--- config.mk ---
export PLATFORM = sky130hd
export DESIGN_NAME = fan_schedule_ctrl
export DESIGN_NICKNAME = d
export VERILOG_FILES = /design/src/rtl/fan_schedule_ctrl.sv
export SDC_FILE = /design/constraint.sdc
export NUM_CORES = 1
export LEC_CHECK = 0
export ABC_AREA = 1
export CAP_MARGIN = 40
export CORE_MARGIN = 2
export CORE_UTILIZATION = 25
export DETAILED_ROUTE_END_ITERATION = 8
export PLACE_DENSITY_LB_ADDON = 0.3
export SYNTH_ARGS = -nofsm -noshare
export SYNTH_HDL_FRONTEND = slang
export SYNTH_SLANG_ARGS = --single-unit
--- constraint.sdc ---
create_clock -name clk -period 7.9 [get_ports clk]
set_input_delay 1.58 -clock clk [delete_from_list [all_inputs] [get_ports clk]]
set_output_delay 1.58 -clock clk [all_outputs]
set_load 0.02 [all_outputs]
--- src/rtl/fan_schedule_ctrl.sv ---
// fan_schedule_ctrl
//   Per-cycle configuration sequencer for a row of forwarding adder switches.
//   Holds a DEPTH-entry schedule (add_en, cmd[2:0], sel per switch, switch 0
//   in the LSBs) and plays it out one entry per cycle after a start pulse,
//   honouring i_stall, then drains for DRAIN_CYC cycles and pulses o_done.
//
// Ports
//   clk, rst        clock; synchronous active-high reset
//   cfg_wr_*        schedule write port (accepted only while idle)
//   start           one-cycle playback request; num_steps sampled with it
//   i_stall         hold playback for this cycle
//   o_busy, o_done  playback/drain in progress; one-cycle completion pulse
//   o_valid, o_add_en, o_cmd, o_sel, o_step   registered switch controls
//   o_cfg_err       sticky illegal-entry flag
//
// Build option
//   FAN_SCHED_CMD_CHECK_EN  enables the per-switch entry checker driving
//                           o_cfg_err; otherwise o_cfg_err is constant 0.
module fan_schedule_ctrl #(
  parameter int NUM_ADDERS = 8,
  parameter int SEL_IN     = 2,
  parameter int DEPTH      = 16,
  parameter int ADDR_W     = 4,
  parameter int DRAIN_CYC  = 1,
  parameter int ENTRY_W    = NUM_ADDERS * (4 + SEL_IN)
) (
  input  logic                         clk,
  input  logic                         rst,
  input  logic                         cfg_wr_en,
  input  logic [ADDR_W-1:0]            cfg_wr_addr,
  input  logic [ENTRY_W-1:0]           cfg_wr_data,
  input  logic                         start,
  input  logic [ADDR_W:0]              num_steps,
  input  logic                         i_stall,
  output logic                         o_busy,
  output logic                         o_done,
  output logic                         o_valid,
  output logic [NUM_ADDERS-1:0]        o_add_en,
  output logic [3*NUM_ADDERS-1:0]      o_cmd,
  output logic [SEL_IN*NUM_ADDERS-1:0] o_sel,
  output logic [ADDR_W-1:0]            o_step,
  output logic                         o_cfg_err
);

  localparam int FW  = 4 + SEL_IN;
  localparam int DCW = (DRAIN_CYC > 0) ? $clog2(DRAIN_CYC + 1) : 1;

  typedef enum logic [1:0] {IDLE, RUN, DRAIN, DONE} state_t;

  state_t                        state;
  logic [ENTRY_W-1:0]            mem [DEPTH];
  logic [ADDR_W-1:0]             step;
  logic [ADDR_W:0]               n_lat;
  logic [DCW-1:0]                drain_cnt;

  logic [ADDR_W:0]               n_clip;
  logic                          last_issue;
  logic [NUM_ADDERS-1:0]         rd_add;
  logic [3*NUM_ADDERS-1:0]       rd_cmd;
  logic [SEL_IN*NUM_ADDERS-1:0]  rd_sel;

  // Schedule memory: no reset, contents survive rst.
  always_ff @(posedge clk) begin
    if (state == IDLE && cfg_wr_en)
      mem[cfg_wr_addr] <= cfg_wr_data;
  end

  always_comb begin
    n_clip = (num_steps > (ADDR_W+1)'(DEPTH)) ? (ADDR_W+1)'(DEPTH) : num_steps;
    last_issue = ({1'b0, step} == n_lat - 1'b1);
  end

  always_comb begin
    rd_add = '0;
    rd_cmd = '0;
    rd_sel = '0;
    for (int unsigned k = 0; k < NUM_ADDERS; k++) begin
      rd_sel[k*SEL_IN +: SEL_IN] = mem[step][k*FW +: SEL_IN];
      rd_cmd[k*3 +: 3]           = mem[step][k*FW + SEL_IN +: 3];
      rd_add[k]                  = mem[step][k*FW + SEL_IN + 3];
    end
  end

  // Outputs are loaded from the state being left at each edge, so o_done
  // and o_busy trail the state register by one cycle.
  always_ff @(posedge clk) begin
    if (rst) begin
      state     <= IDLE;
      step      <= '0;
      n_lat     <= '0;
      drain_cnt <= '0;
      o_busy    <= 1'b0;
      o_done    <= 1'b0;
      o_valid   <= 1'b0;
      o_add_en  <= '0;
      o_cmd     <= '0;
      o_sel     <= '0;
      o_step    <= '0;
    end else begin
      case (state)
        IDLE: begin
          o_valid  <= 1'b0;
          o_add_en <= '0;
          o_done   <= 1'b0;
          o_busy   <= 1'b0;
          if (start) begin
            n_lat  <= n_clip;
            step   <= '0;
            o_busy <= 1'b1;
            state  <= (n_clip == '0) ? DONE : RUN;
          end
        end
        RUN: begin
          o_busy <= 1'b1;
          if (!i_stall) begin
            o_valid  <= 1'b1;
            o_add_en <= rd_add;
            o_cmd    <= rd_cmd;
            o_sel    <= rd_sel;
            o_step   <= step;
            step     <= step + 1'b1;
            if (last_issue) begin
              drain_cnt <= DCW'(DRAIN_CYC);
              state     <= (DRAIN_CYC == 0) ? DONE : DRAIN;
            end
          end else begin
            o_valid <= 1'b0;
          end
        end
        DRAIN: begin
          o_valid  <= 1'b0;
          o_add_en <= '0;
          o_cmd    <= '0;
          if (drain_cnt <= DCW'(1)) begin
            drain_cnt <= '0;
            state     <= DONE;
          end else begin
            drain_cnt <= drain_cnt - 1'b1;
          end
        end
        DONE: begin
          o_valid  <= 1'b0;
          o_add_en <= '0;
          o_cmd    <= '0;
          o_done   <= 1'b1;
          o_busy   <= 1'b1;
          state    <= IDLE;
        end
        default: state <= IDLE;
      endcase
    end
  end

`ifdef FAN_SCHED_CMD_CHECK_EN
  function automatic logic entry_bad(input logic [ENTRY_W-1:0] e);
    logic       bad;
    logic [2:0] c;
    bad = 1'b0;
    for (int unsigned k = 0; k < NUM_ADDERS; k++) begin
      c = e[k*FW + SEL_IN +: 3];
      if (c[2:1] == 2'b11) bad = 1'b1;
      if (e[k*FW + SEL_IN + 3] && c != 3'b000 && c != 3'b010) bad = 1'b1;
    end
    return bad;
  endfunction

  always_ff @(posedge clk) begin
    if (rst)
      o_cfg_err <= 1'b0;
    else if (state == IDLE && start)
      o_cfg_err <= 1'b0;
    else if (state == RUN && !i_stall && entry_bad(mem[step]))
      o_cfg_err <= 1'b1;
  end
`else
  assign o_cfg_err = 1'b0;
`endif

endmodule

### Yosys cells after proc, flatten, opt, wreduce, memory -nomap -nowiden

Memory sizes are Yosys's and may differ from the RTL's. A register that Yosys moved wholly into a read port is not among the register bits.
Index checks and enable logic that the tools add are counted.

* bits in registers: 67
* bits in writable memories: 768
* input bits: 62
* word-level logic and storage cells: 70
* memories kept: 1

Memories
* mem: words 16, width 48, read ports 1, clocked after memory_dff 1, wr ports 1, RTL line 51 `logic [ENTRY_W-1:0] mem [DEPTH];`

* add/subtract/negate cells: 3
* $lt $le $gt $ge: 2
* equal/unequal tests: 8
* mux-type cells: 27
* bitwise gates (word level): 1
* reduce and logical (&&, ||, !) cells: 17

Operators by type and width (count)
* 24-bit case mux with 2 select lines: 1
* 24-bit 2-to-1 mux: 1
* 4-bit 2-to-1 mux: 4
* 8-bit case mux with 2 select lines: 1
* 2-bit 2-to-1 mux: 5
* 2-bit nonzero test: 5
* 8-bit 2-to-1 mux: 1
* 2-bit inequality test (second input constant): 4
* 1-bit case mux with 2 select lines: 4
* 2-bit case mux with 4 select lines: 1
* 4-bit case mux with 2 select lines: 1
* 1-bit 2-to-1 mux: 7
* 2-bit AND reduction: 3
* 3-bit AND reduction: 2
* 4-bit by 5-bit equality test with 1-bit output: 1
* 5-bit greater-than comparator (second input constant): 1
* 5-bit logical NOT: 1
* 5-bit 2-to-1 mux: 1
* 5-bit by 1-bit subtractor with 5-bit output (second input constant): 1
* 4-bit by 1-bit adder with 4-bit output (second input constant): 1
* 2-bit equality test (second input constant): 2
* 4-bit AND reduction: 1
* 2-bit OR reduction: 2
* 3-bit OR reduction: 1
* 6 further kinds: 6

### Logic depth before layout (Yosys ltp)

* depth after elaboration: 6
* gate-level depth with buffers: 13
* gate-level depth less buffers: 12

### Worst setup path before layout

OpenSTA, ideal clock, no wires.

* kind: input to register
* start: input cfg_wr_en
* end: memory mem[4][0] (netlist bit), enable pin
* library setup time: 454 ps
* data arrival time: 3879 ps
* path slack: 3568 ps
* stages: 4
* path buffers: 0
* cell sequence: nand2_1 -> inv_1 -> nand3b_1 -> nor2_1

* longest elaborated chain between the ends: 3

Ends and longest elaborated chain
* start: declaration: RTL line 29 `input logic cfg_wr_en,`
* 1-bit logical AND: RTL line 64 `if (state == IDLE && cfg_wr_en)`
* 1-bit 2-to-1 mux: RTL line 64
* 1-bit 2-to-1 mux (implied by the code): RTL line 65 `mem[cfg_wr_addr] <= cfg_wr_data;`
* end: declaration: RTL line 51

Every way passes these cells.

### Final worst setup path

* start: input cfg_wr_en
* end: memory mem[11][12] (netlist bit), enable pin

Same word-level chain as after synthesis.

==> key figures <==
Run status
  – Status: complete, no violations

Timing
  – Slew @ Worst Pin: approximately 870 ps
  – Setup violators final: 0
  – Crit share post-route: 0.4566
  – Worst clock skew: 26.92 ps
  – Final Hold Viols: 0
  – Min cycle time layout: 3607 ps
  – Setup_tns: 0 ps
  – Max Slew Vio Count: 0
  – Fmax: approximately 280 MHz
  – Worst relative slew slack: 0.4175
  – Unrepaired setup endpoints after global routing: false

Floorplan
  – Die X: between 300 and 400 um
  – Initial Util: 0.2524
  – Row cnt: about 130
  – Top-level port count: 118
  – Die ar.: ~0.14 mm2
  – Chip height: 371.3 um
  – Core area: about 0.13 mm2

Clock network
  – Root Buffer: clkbuf_16
  – CTS Hold Bufs: 0
  – Latest clock arrival within the worst-skew pair: 660 ps
  – Post-CTS Setup Inserts: 0
  – CTS Buffer Depth: 3
  – CTS tree: built
  – Num CTS Buffers: between 90 and 100
  – Htree depth: 3
  – Post-cts sizing count: 0
  – TritonCTS Sinks: 838
  – Reg clk slew, reported paths: ~60 ps

Place
  – Post-DP HPWL: about 51 mm
  – Buffers on Ports: around 120
  – Routability cong.: ~0.75
  – Placed insts: between 4,000 and 5,000

Critical path
  – Crit. Startpoint: cfg_wr_en
  – Crit path capture type: flip-flop
  – WP data arrival: 3880 ps
  – Critical-path maximum fanout: 36
  – Setup CP Type: input port to flip-flop
  – Required @ worst endpoint: ~8200 ps
  – Startpoint types: input port

Routing
  – Routed Antenna Nets: 0
  – Total number of vias: 21,560
  – Iter 0 DRT Violations: ~1,700
  – Vias/cell: roughly 4.4
  – Residual DRC: 0
  – DR pass1 iterations: 5
  – Drt total wl: 92.90 mm
  – Wire per inst: about 19 um

Synth
  – Synth Area in Compound Gates: 0.03598
  – Yosys warns: 0
  – Post-synthesis adder-cell area fraction: 0.002967
  – Post-Syn Area: about 0.034 mm2
  – Distinct cell type count after synthesis: 29
  – Simple-gate portion of the synthesized area: 0.1960
  – Seq/Total Area, Yosys: 0.7252
  – Largest family of logic cells by synthesized area: simple AND/OR/NAND/NOR gates
  – Synthesized area per cell: about 11 um2
  – Synth Instances: 2,949
  – Post-synthesis xor/xnor area fraction: 0.0002596
  – Post-synthesis mux area share: 0
  – Synth Net Count: approximately 3,000
  – Seq cells post-synth: roughly 840

Layout
  – Commonest non-fill, non-tap cell in the layout: nand2_1
  – Most frequent cells in the layout: nand2_1 (1,015), edfxtp_1 (768), nand3_1 (409)
  – Layout net count: slightly above 3,000
  – Layout cells sized above 1: 0.06744
  – Layout Utilization: 0.2994
  – Final cell count without fillers: 4,883
  – Area grow syn2layout: 18.62%

GRT
  – Largest net degree at the start of global routing: ~170
  – Initial antenna violation count: 8
  – First-pass GRT wire length: approximately 140 mm
  – Vias in the first global route: 20,670
  – GRT Overall Usage: 0.1322
  – Gr ovfl total: 0

Power and ir drop
  – VDD IR max: approximately 0.17 mV
  – PD cells: approximately 300 mW/mm2
  – Leak: about 14 nW

Worst hold path
  – Hold Crit Start: o_add_en[5]$_SDFFE_PP0N_
  – Worst Hold Class: flip-flop to flip-flop

Run
  – Max-cap viol count: 0
## cell usage after synthesis
| cell | count | area [um2] |
|---|---|---|
| nor3_1 | 2 | 10.01 |
| o21ai_1 | 1 | 5.000 |
| nor4_1 | 1 | 6.260 |
| inv_2 | 1 | 3.750 |
| a21oi_1 | 48 | 240.2 |
| buf_1 | 12 | 45.04 |
| or2_2 | 2 | 12.51 |
| clkbuf_1 | 50 | 187.7 |
| buf_12 | 1 | 20.02 |
| o21ai_0 | 87 | 435.4 |
| nand3_1 | 409 | 2047 |
| inv_4 | 1 | 6.260 |
| a211oi_1 | 2 | 15.01 |
| a22oi_1 | 2 | 15.01 |
| buf_4 | 6 | 45.04 |
| buf_6 | 21 | 236.5 |
| nor3b_1 | 1 | 7.510 |
| inv_1 | 97 | 364.1 |
| xor2_1 | 1 | 8.760 |
| nand2_1 | 1016 | 3814 |
| conb_1 | 1 | 3.750 |
| nand3b_1 | 1 | 7.510 |
| o211ai_1 | 67 | 503.0 |
| clkinv_1 | 1 | 3.750 |
| edfxtp_1 | 768 | 23060 |
| buf_2 | 84 | 420.4 |
| ha_1 | 8 | 100.1 |
| nor2_1 | 188 | 705.7 |
| dfxtp_1 | 70 | 1401 |
## report_power, final
part	internal, mW	total (mW)	switching [mW]
Clock	2.69	4.50	1.81
Combinational	0.760	2.41	1.65
Sequential	5.05	5.23	0.180
Total	8.50	12.1	3.63
## area by class of cell
class | instances | area, um2
tap | 1768 | 2212
timing repair buffer | 160 | 1674
inverter | 100 | 399.1
sequential | 838 | 24480
clock buffer | 133 | 2591
fill | 13560 | 93610
multi-input combinational | 1837 | 8074
antenna | 1 | 2.502
clock inverter | 46 | 581.8
## per-stage QoR
step                      worst slack (ps)  hold WS [ps]  cell area (um2)  total power [mW]
final                                 4293         464.9            40010             12.13
after floorplan                       3568         458.9            33730             6.837
after CTS                             4300         467.8            40010             12.27
after global placement                3367         458.2            36580             7.717
after global routing                  4203         482.1            40010             12.70
after detailed placement              3594         458.4            36840             7.773
## state kept, by name, summed over array words and instances, names as in the netlist, named ones only
signal    count
mem         768
o_cmd        24
o_sel        16
o_add_en      8
n_lat         5
o_step        4
step          4
state         2
o_busy        1
o_done        1
o_valid       1
## critical path, stage by stage
cell and delay (ps):
clkdlybuf4s50_1 460, nand2_1 110, nor2_1 140, nand2_1 250
nor2_4 520, buf_4 760
## per-layer routing
layer | up-vias | routed length [um] | global-route usage
li1 | 10350 | - | -
met1 | 10610 | 43570 | 0.1841
met2 | 459 | 43020 | 0.2122
met3 | 130 | 4411 | 0.02487
met4 | 14 | 1804 | 0.03044
met5 | - | 87 | 0
## worst paths after layout
check / end / slack [ps] / cells past startpoint
setup / recovery: mem[11][12]$_DFFE_PP_ / 4290 / 6
hold / removal: o_add_en[5]$_SDFFE_PP0N_ / 460 / 2
setup reg to reg: o_cmd[15]$_SDFFE_PP0P_ / 4640 / 11
hold reg to reg: o_add_en[5]$_SDFFE_PP0N_ / 460 / 2
## logic make-up after synthesis
group                    after synthesis
other                                  1
buffers and inverters                274
AO/OA/AOI/OAI                        207
flip-flops                           838
AND/OR/NAND/NOR                     1620
XOR/XNOR                               1
adder cells (fa/ha/maj)                8
Power figures use the tool's default switching activity.
